==> src/rtl/hazard_ctrl.sv <==
// hazard_ctrl: load-use, taken-branch and iterative muldiv hazard control for the
// five-stage pipeline, with a saturating stall-cycle counter.
module hazard_ctrl #(
  parameter int MULDIV_CYCLES = 4,
  parameter int CNT_W = 16
) (
  input  logic             clk_i,
  input  logic             rst_ni,
  input  logic [4:0]       id_rs_i,
  input  logic [4:0]       id_rt_i,
  input  logic             id_uses_rs_i,
  input  logic             id_uses_rt_i,
  input  logic             id_muldiv_i,
  input  logic             exe_mem_read_i,
  input  logic [4:0]       exe_num_write_i,
  input  logic             branch_taken_i,
  output logic             pc_write_o,
  output logic             if_id_write_o,
  output logic             if_id_flush_o,
  output logic             id_exe_flush_o,
  output logic             md_start_o,
  output logic             md_abort_o,
  output logic             md_busy_o,
  output logic [CNT_W-1:0] stall_cycles_o
);
  typedef enum logic {RUN, MD_WAIT} state_e;
  state_e           state_q, state_d;
  logic [7:0]       cnt_q, cnt_d;
  logic [CNT_W-1:0] stall_q, stall_d;
  logic             load_use, stall, br;
  assign load_use = exe_mem_read_i && exe_num_write_i != 5'd0 &&
                    ((id_uses_rs_i && exe_num_write_i == id_rs_i) ||
                     (id_uses_rt_i && exe_num_write_i == id_rt_i));
  always_ff @(posedge clk_i or negedge rst_ni) begin
    if (!rst_ni) begin
      state_q <= RUN;
      cnt_q   <= '0;
      stall_q <= '0;
    end else begin
      state_q <= state_d;
      cnt_q   <= cnt_d;
      stall_q <= stall_d;
    end
  end
  always_comb begin
    state_d = state_q;
    cnt_d   = cnt_q;
    if (br) begin
      state_d = RUN;
      cnt_d   = '0;
    end else if (md_start_o) begin
      state_d = MD_WAIT;
      cnt_d   = 8'(MULDIV_CYCLES - 1);
    end else if (state_q == MD_WAIT) begin
      state_d = cnt_q != 8'd0 ? MD_WAIT : RUN;
      cnt_d   = cnt_q != 8'd0 ? cnt_q - 8'd1 : cnt_q;
    end
    stall_d = (!pc_write_o && stall_q != '1) ? stall_q + CNT_W'(1) : stall_q;
  end
  // A release cycle (MD_WAIT, cnt==0) ignores id_muldiv, so no restart is possible there.
  always_comb begin
    br             = rst_ni && branch_taken_i;
    stall          = rst_ni && !br && (state_q == RUN ? (load_use || id_muldiv_i) : cnt_q != 8'd0);
    pc_write_o     = rst_ni && !stall;
    if_id_write_o  = pc_write_o;
    if_id_flush_o  = br;
    id_exe_flush_o = br || stall;
    md_start_o     = stall && state_q == RUN && !load_use;
    md_abort_o     = br && state_q == MD_WAIT;
  end
  assign md_busy_o      = state_q == MD_WAIT;
  assign stall_cycles_o = stall_q;
endmodule
==> config.mk <==
export PLATFORM = sky130hd
export DESIGN_NAME = hazard_ctrl
export DESIGN_NICKNAME = d
export VERILOG_FILES = /design/src/rtl/hazard_ctrl.sv
export SDC_FILE = /design/constraint.sdc
export NUM_CORES = 1
export LEC_CHECK = 0
export CAP_MARGIN = 40
export CORE_UTILIZATION = 42
export CTS_CLUSTER_DIAMETER = 100
export DETAILED_ROUTE_END_ITERATION = 8
export GPL_TIMING_DRIVEN = 0
export HOLD_SLACK_MARGIN = 0.06
export PLACE_DENSITY = 0.81
export SLEW_MARGIN = 20
export SYNTH_ARGS = -nofsm -noshare
export SYNTH_HDL_FRONTEND = slang
export SYNTH_SLANG_ARGS = --single-unit
export TNS_END_PERCENT = 30
==> constraint.sdc <==
create_clock -name clk_i -period 2.3 [get_ports clk_i]
set_input_delay 0.46 -clock clk_i [delete_from_list [all_inputs] [get_ports clk_i]]
set_output_delay 0.46 -clock clk_i [all_outputs]
set_load 0.01 [all_outputs]
==> impl_metrics.yaml, run 1 <==
status:
  status: "finished with violations"
  violations: "setup timing"
route:
  first_pass_iters: 4
  num_vias: 1309
  drt-met1-wl_um: 1470
  route.met2.wl_um: 2080
  ant_nets: 0
  wl_met3_um: 266
  drc: 0
  vias_per_cell: 5.30
  wl_per_cell_um: 15.7
  drt-total-wl_um: 3870
  drt_iter0_drc: 42
  routed.top_layer: "met4"
floorplanning:
  core_area_mm2: 0.00336
  die_h_um: 61.5
  rows: 21
  die_area_mm2: 0.00378
  io_pins: 45
  start_util_pct: 44.2
  die_w_um: 61.5
flow_run:
  maxCapViolations: 0
cells_and_area:
  area_delta_synth_final_pct: 45.4
  final_cells: 247
  nets: 227
  fillers: 304
  insertedDiodeCount: 0
  final_area_mm2: 0.00216
  drive_above_1_share_pct: 28.9
placement:
  dpl.hpwl_um: 2670
  dp_cells: 236
  dp_slack_ns: -1.18
  gp_congestion: 0.773
  place_area_mm2: 0.00198
  port_buffers: 44
critical_path:
  endpoint: "pc_write_o"
  worstSetupStartpointType: "input pin"
  crit_start: "exe_num_write_i[0]"
  crit_arrival_ns: 2.05
  rrSetupSlack_ns: 0.02
  crit_type: "in -> out"
  cp-end-kind: "primary output"
  worstReg2RegStart: "stall_cycles_o[0]$_DFFE_PN0P_"
  path_max_fanout: 3
  worstReg2RegEnd: "stall_cycles_o[6]$_DFFE_PN0P_"
  rr_worst_depth: 7
  required_ns: 1.84
cts:
  ctsHtreeMaxLevel: 1
  tritoncts: "done"
  clk_pin_slew_worst_paths_ns: 0.14
  clock-sinks: 25
  clk_latency_ns: 0.32
  clockRootBuffer: "clkbuf_4"
  numCtsBuffers: 3
  clockBufferDepth: 2
global_routing:
  grt_pass1_wl_um: 5640
  grt-ovfl-total: 0
  antenna_found_initial: 0
  grt_max_degree: 26
  grt_pass1_vias: 1285
  grtUsageTotal_pct: 20.5
logic_synthesis:
  ys_top_cells_by_count: "25 x dfrtp_1, 25 x xor2_1, 13 x nor2_1"
  synth_top_area_share_pct: 42.1
  synth-main-ff-cell: "dfrtp_1"
  synth-async-reset-ratio_pct: 100
  yosysWarnings: 0
  yosysTopAreaCell: "dfrtp_1"
  ys_seq_area_share_pct: 42.1
  syn_inst: 146
  synth_nets: 171
  syn-cell-area_mm2: 0.00149
  synth_area_leaders: "dfrtp_1 42%, xor2_1 15%, nor2_1 3.3%, nor4_1 2.9%, xnor2_1 2.9%"
  yosysUniqueCellTypes: 36
  synth_area_per_cell_um2: 10.2
  synth_seq_cells: 25
  synth_edf_count: 0
sta:
  rsz0062_at_grt: "true"
  post-route-min-period_ns: 2.51
  hold_slack_ns: 0.288
  post-route-period-util_pct: 109
  worst_slack_ns: -0.213
  hold_viol: 0
  tightest_slew_ns: 0.531
  setup-tns-final_ns: -0.600
  setup_viol: 4
  fin_worst_skew_ns: 0.0102
  slew_viol_final: 0
  fmax_mhz: 398
  relSlewSlack_pct: 64.3
pwr:
  ir_worst_vdd_uv: 660
  pwr_density_cell_mw_per_mm2: 800
  p_leak_nw: 0.982
hold_path:
  min_path_type: "in -> async"
[sequential cells by signal, summed over array words and instances, names as in the netlist]
signal	count
stall_cycles_o	16
cnt_q	8
md_busy_o	1
[final cells by class]
type                            instances  area [µm²]  share of cell area, %
Clock inverter                          1        7.51                  0.348
Timing Repair Buffer                   52         478                   22.1
Tap cell                               46        57.6                   2.67
Sequential cell                        25         626                   29.0
Inverter                                7        26.3                   1.22
Clock buffer                            3        22.5                   1.04
Buffer                                  2        16.3                  0.753
Multi-Input combinational cell        111         926                   42.9
[per-stage QoR]
stage	utilization, %	total power (W)
final	64.2	0.00173
after global routing	64.2	0.00186
after CTS	62.9	0.00171
after detailed placement	58.9	0.00145
after global placement	59.0	0.00141
after floorplan	-	0.00113
[power by group]
part           internal [W]  switching, W  total [W]
Clock             0.0000663      0.000131   0.000197
Combinational      0.000428      0.000381   0.000809
Sequential         0.000566      0.000156   0.000722
Total               0.00106      0.000667    0.00173
[layer usage]
metal	vias to the layer above	global-route usage, %
met1	638	23.0
met2	44	39.0
met5	-	0
met4	0	6.03
met3	6	3.99
li1	621	-
[cell families (layout without fill, tap and decap cells)]
logic type / Yosys count / after routing / share of synthesized area, %
compound gates: 16 / 16 / 7.67
xor+xnor: 30 / 30 / 17.7
fa+ha+maj: 3 / 3 / 2.53
buf+inv: 10 / 65 / 3.37
flops: 25 / 25 / 42.1
mux: 2 / 2 / 1.52
simple gates: 60 / 60 / 25.1
[what timing repair did]
| action | in CTS | in global routing |
|---|---|---|
| hold buffers | 1 | 0 |
| pin swaps | 19 | 9 |
| setup endpoints to repair | 21 | 16 |
| setup buffers | 6 | 1 |
| hold endpoints to repair | 25 | 0 |
| resized for setup | 87 | 17 |
[worst max-delay path, cell delays in order]
cell	delay, ns
buf_12	0.11
xor2_2	0.17
nor4_2	0.36
a32oi_2	0.18
o2111a_2	0.31
or2_4	0.24
buf_6	0.11
buf_6	0.11
[worst min path at each step]
stage / start / to / cells past startpoint
6_report: rst_ni / stall_cycles_o[3]$_DFFE_PN0P_ / 2
4_1_cts: stall_cycles_o[6]$_DFFE_PN0P_ / stall_cycles_o[6]$_DFFE_PN0P_ / 1
2_1_floorplan: rst_ni / cnt_q[0]$_DFFE_PN0P_ / 0
5_1_grt: rst_ni / stall_cycles_o[3]$_DFFE_PN0P_ / 2
3_5_place_dp: stall_cycles_o[6]$_DFFE_PN0P_ / stall_cycles_o[6]$_DFFE_PN0P_ / 1
3_3_place_gp: stall_cycles_o[6]$_DFFE_PN0P_ / stall_cycles_o[6]$_DFFE_PN0P_ / 1
[cells in the final DEF (no fill, tap or decap), types with 3 or more instances in the layout]
master,instances
buf_6,7
nor2_1,13
ha_1,3
nand4_1,5
a21oi_1,5
buf_4,7
nor4_4,4
nand3_1,5
nor4_1,5
xnor2_1,5
inv_1,6
buf_2,9
nand2_1,8
xor2_2,4
xor2_1,21
clkdlybuf4s50_1,22
clkbuf_4,3
dfrtp_1,25
nor3_1,5
Power figures use the tool's default switching activity.
==> run 2, diff against run 1 <==
--- a/config.mk
+++ b/config.mk
@@ -5,6 +5,7 @@
 export SDC_FILE = /design/constraint.sdc
 export NUM_CORES = 1
 export LEC_CHECK = 0
+export ABC_CLOCK_PERIOD_IN_PS = 2300
 export CAP_MARGIN = 40
 export CORE_UTILIZATION = 42
 export CTS_CLUSTER_DIAMETER = 100
@@ -12,7 +13,6 @@
 export GPL_TIMING_DRIVEN = 0
 export HOLD_SLACK_MARGIN = 0.06
 export PLACE_DENSITY = 0.81
-export SLEW_MARGIN = 20
 export SYNTH_ARGS = -nofsm -noshare
 export SYNTH_HDL_FRONTEND = slang
 export SYNTH_SLANG_ARGS = --single-unit
==> run 2 against run 1 <==
Net effect:
- the run still ends with setup timing left
- sequential power hardly changed
- cell area is 0.46% higher
- clock skew is 0.0021 ns lower
- setup slack better by 0.072 ns
- fmax is 3.0% higher
- highest routed layer unchanged
==> impl_metrics.yaml, run 2 (synthesis gave the netlist of run 1 again) <==
flow_run:
  maxCapViolations: 0
critical_path:
  worstSetupStartpointType: "input pin"
  crit_type: "in -> out"
  crit_start: "exe_num_write_i[0]"
  cp-end-kind: "primary output"
  path_max_fanout: 3
  worstReg2RegStart: "stall_cycles_o[0]$_DFFE_PN0P_"
  rrSetupSlack_ns: 0.02
  required_ns: 1.84
  worstReg2RegEnd: "stall_cycles_o[4]$_DFFE_PN0P_"
  crit_arrival_ns: 1.98
  endpoint: "pc_write_o"
  rr_worst_depth: 7
sta:
  fin_worst_skew_ns: 0.00807
  tightest_slew_ns: 0.539
  relSlewSlack_pct: 63.7
  post-route-min-period_ns: 2.44
  post-route-period-util_pct: 106
  hold_slack_ns: 0.0751
  setup-tns-final_ns: -0.460
  worst_slack_ns: -0.141
  setup_viol: 4
  slew_viol_final: 0
  rsz0062_at_grt: "true"
  hold_viol: 0
  fmax_mhz: 410
floorplanning:
  core_area_mm2: 0.00336
  die_w_um: 61.5
  rows: 21
  die_area_mm2: 0.00378
  io_pins: 45
  die_h_um: 61.5
  start_util_pct: 44.2
route:
  drt_iter0_drc: 37
  ant_nets: 0
  wl_per_cell_um: 15.0
  drt-total-wl_um: 3730
  first_pass_iters: 4
  vias_per_cell: 5.27
  num_vias: 1307
  drc: 0
status:
  status: "finished with violations"
  violations: "setup timing"
cells_and_area:
  nets: 228
  area_delta_synth_final_pct: 46.1
  drive_above_1_share_pct: 29.2
  insertedDiodeCount: 0
  fillers: 300
  final_common_cell: "dfrtp_1"
  largest_register_ffs: 16
  final_cell_mix: "24 x dfrtp_1, 23 x clkdlybuf4s50_1, 22 x xor2_1"
global_routing:
  grt-ovfl-total: 0
  grt_pass1_wl_um: 5650
  grtUsageTotal_pct: 20.6
  antenna_found_initial: 0
  grt_max_degree: 22
  grt_pass1_vias: 1320
cts:
  clk_pin_slew_worst_paths_ns: 0.14
  tritoncts: "done"
  clk_latency_ns: 0.32
  ctsHtreeMaxLevel: 1
  clock-sinks: 25
  numCtsBuffers: 3
  clockRootBuffer: "clkbuf_4"
  clockBufferDepth: 2
hold_path:
  min_path_type: "in -> async"
placement:
  dpl.hpwl_um: 2760
  gp_congestion: 0.773
  port_buffers: 44
pwr:
  pwr_density_cell_mw_per_mm2: 796
  ir_worst_vdd_uv: 610
  p_leak_nw: 0.978
run 2: cell count changes in the layout (fill, tap and decap cells not counted), sizes merged:
cell	before	now
buf	25	24
clkbuf	5	6
clkdlybuf4s50	22	23
dlygate4sd3	0	1
dlymetal6s2s	2	1
run 2: repair_timing:
| item | 4_1_cts | 5_1_grt |
|---|---|---|
| setup buffers | 7 | 0 |
| pin swaps | 18 | 10 |
| gates resized for setup | 87 | 20 |
| gates cloned | 0 | 0 |
| hold endpoints to repair | 0 | 9 |
| hold buffers | 0 | 1 |
| endpoints found under the setup margin | 16 | 16 |
run 2: per-stage QoR:
| stage | power [W] | instance area, µm² | setup WS, ns | instances | utilization, % |
|---|---|---|---|---|---|
| 3_5_place_dp | 0.00146 | 2010 | -1.18 | 237 | 59.9 |
| 3_3_place_gp | 0.00141 | 1990 | -1.35 | 236 | 59.0 |
| 6_report | 0.00173 | 2170 | -0.141 | 248 | 64.5 |
| 5_1_grt | 0.00187 | 2170 | -0.212 | 248 | 64.5 |
| 2_1_floorplan | 0.00113 | 1490 | -0.0276 | 146 | - |
| 4_1_cts | 0.00170 | 2150 | -0.264 | 248 | 63.8 |
run 2: metal layers:
metal / up-vias / wire length (µm) / global-route usage [%]
met5: - / 0 / 0
met4: 0 / 27 / 8.57
met3: 6 / 275 / 3.78
met2: 53 / 2030 / 38.8
met1: 625 / 1400 / 22.5
li1: 623 / - / -
run 2: final cells by class:
class | count | area [µm²] | area share [%]
tap | 46 | 57.6 | 2.65
multi-input combinational | 111 | 910 | 41.9
clock inverter | 1 | 7.51 | 0.346
sequential | 25 | 627 | 28.9
timing repair buffer | 53 | 503 | 23.2
clock buffer | 3 | 22.5 | 1.04
buffer | 2 | 16.3 | 0.750
inverter | 7 | 26.3 | 1.21
run 2: worst min path at each step:
stage / to / depth (start not counted)
after floorplan: cnt_q[0]$_DFFE_PN0P_ / 0
after global placement: stall_cycles_o[6]$_DFFE_PN0P_ / 1
after detailed placement: stall_cycles_o[6]$_DFFE_PN0P_ / 1
after CTS: stall_cycles_o[0]$_DFFE_PN0P_ / 1
after global routing: stall_cycles_o[13]$_DFFE_PN0P_ / 2
final: stall_cycles_o[3]$_DFFE_PN0P_ / 2
run 2: where the power goes:
part / internal (W) / total (W) / switching [W]
clock: 0.0000665 / 0.000199 / 0.000132
sequential: 0.000567 / 0.000721 / 0.000154
combinational: 0.000432 / 0.000808 / 0.000376
total: 0.00107 / 0.00173 / 0.000662
run 2: worst max-delay path: stages:
cell and delay (ns):
buf_8 0.11, xor2_2 0.17, nor4_2 0.30, a32oi_2 0.17
o2111a_2 0.31, or2_4 0.24, buf_6 0.11, buf_6 0.11
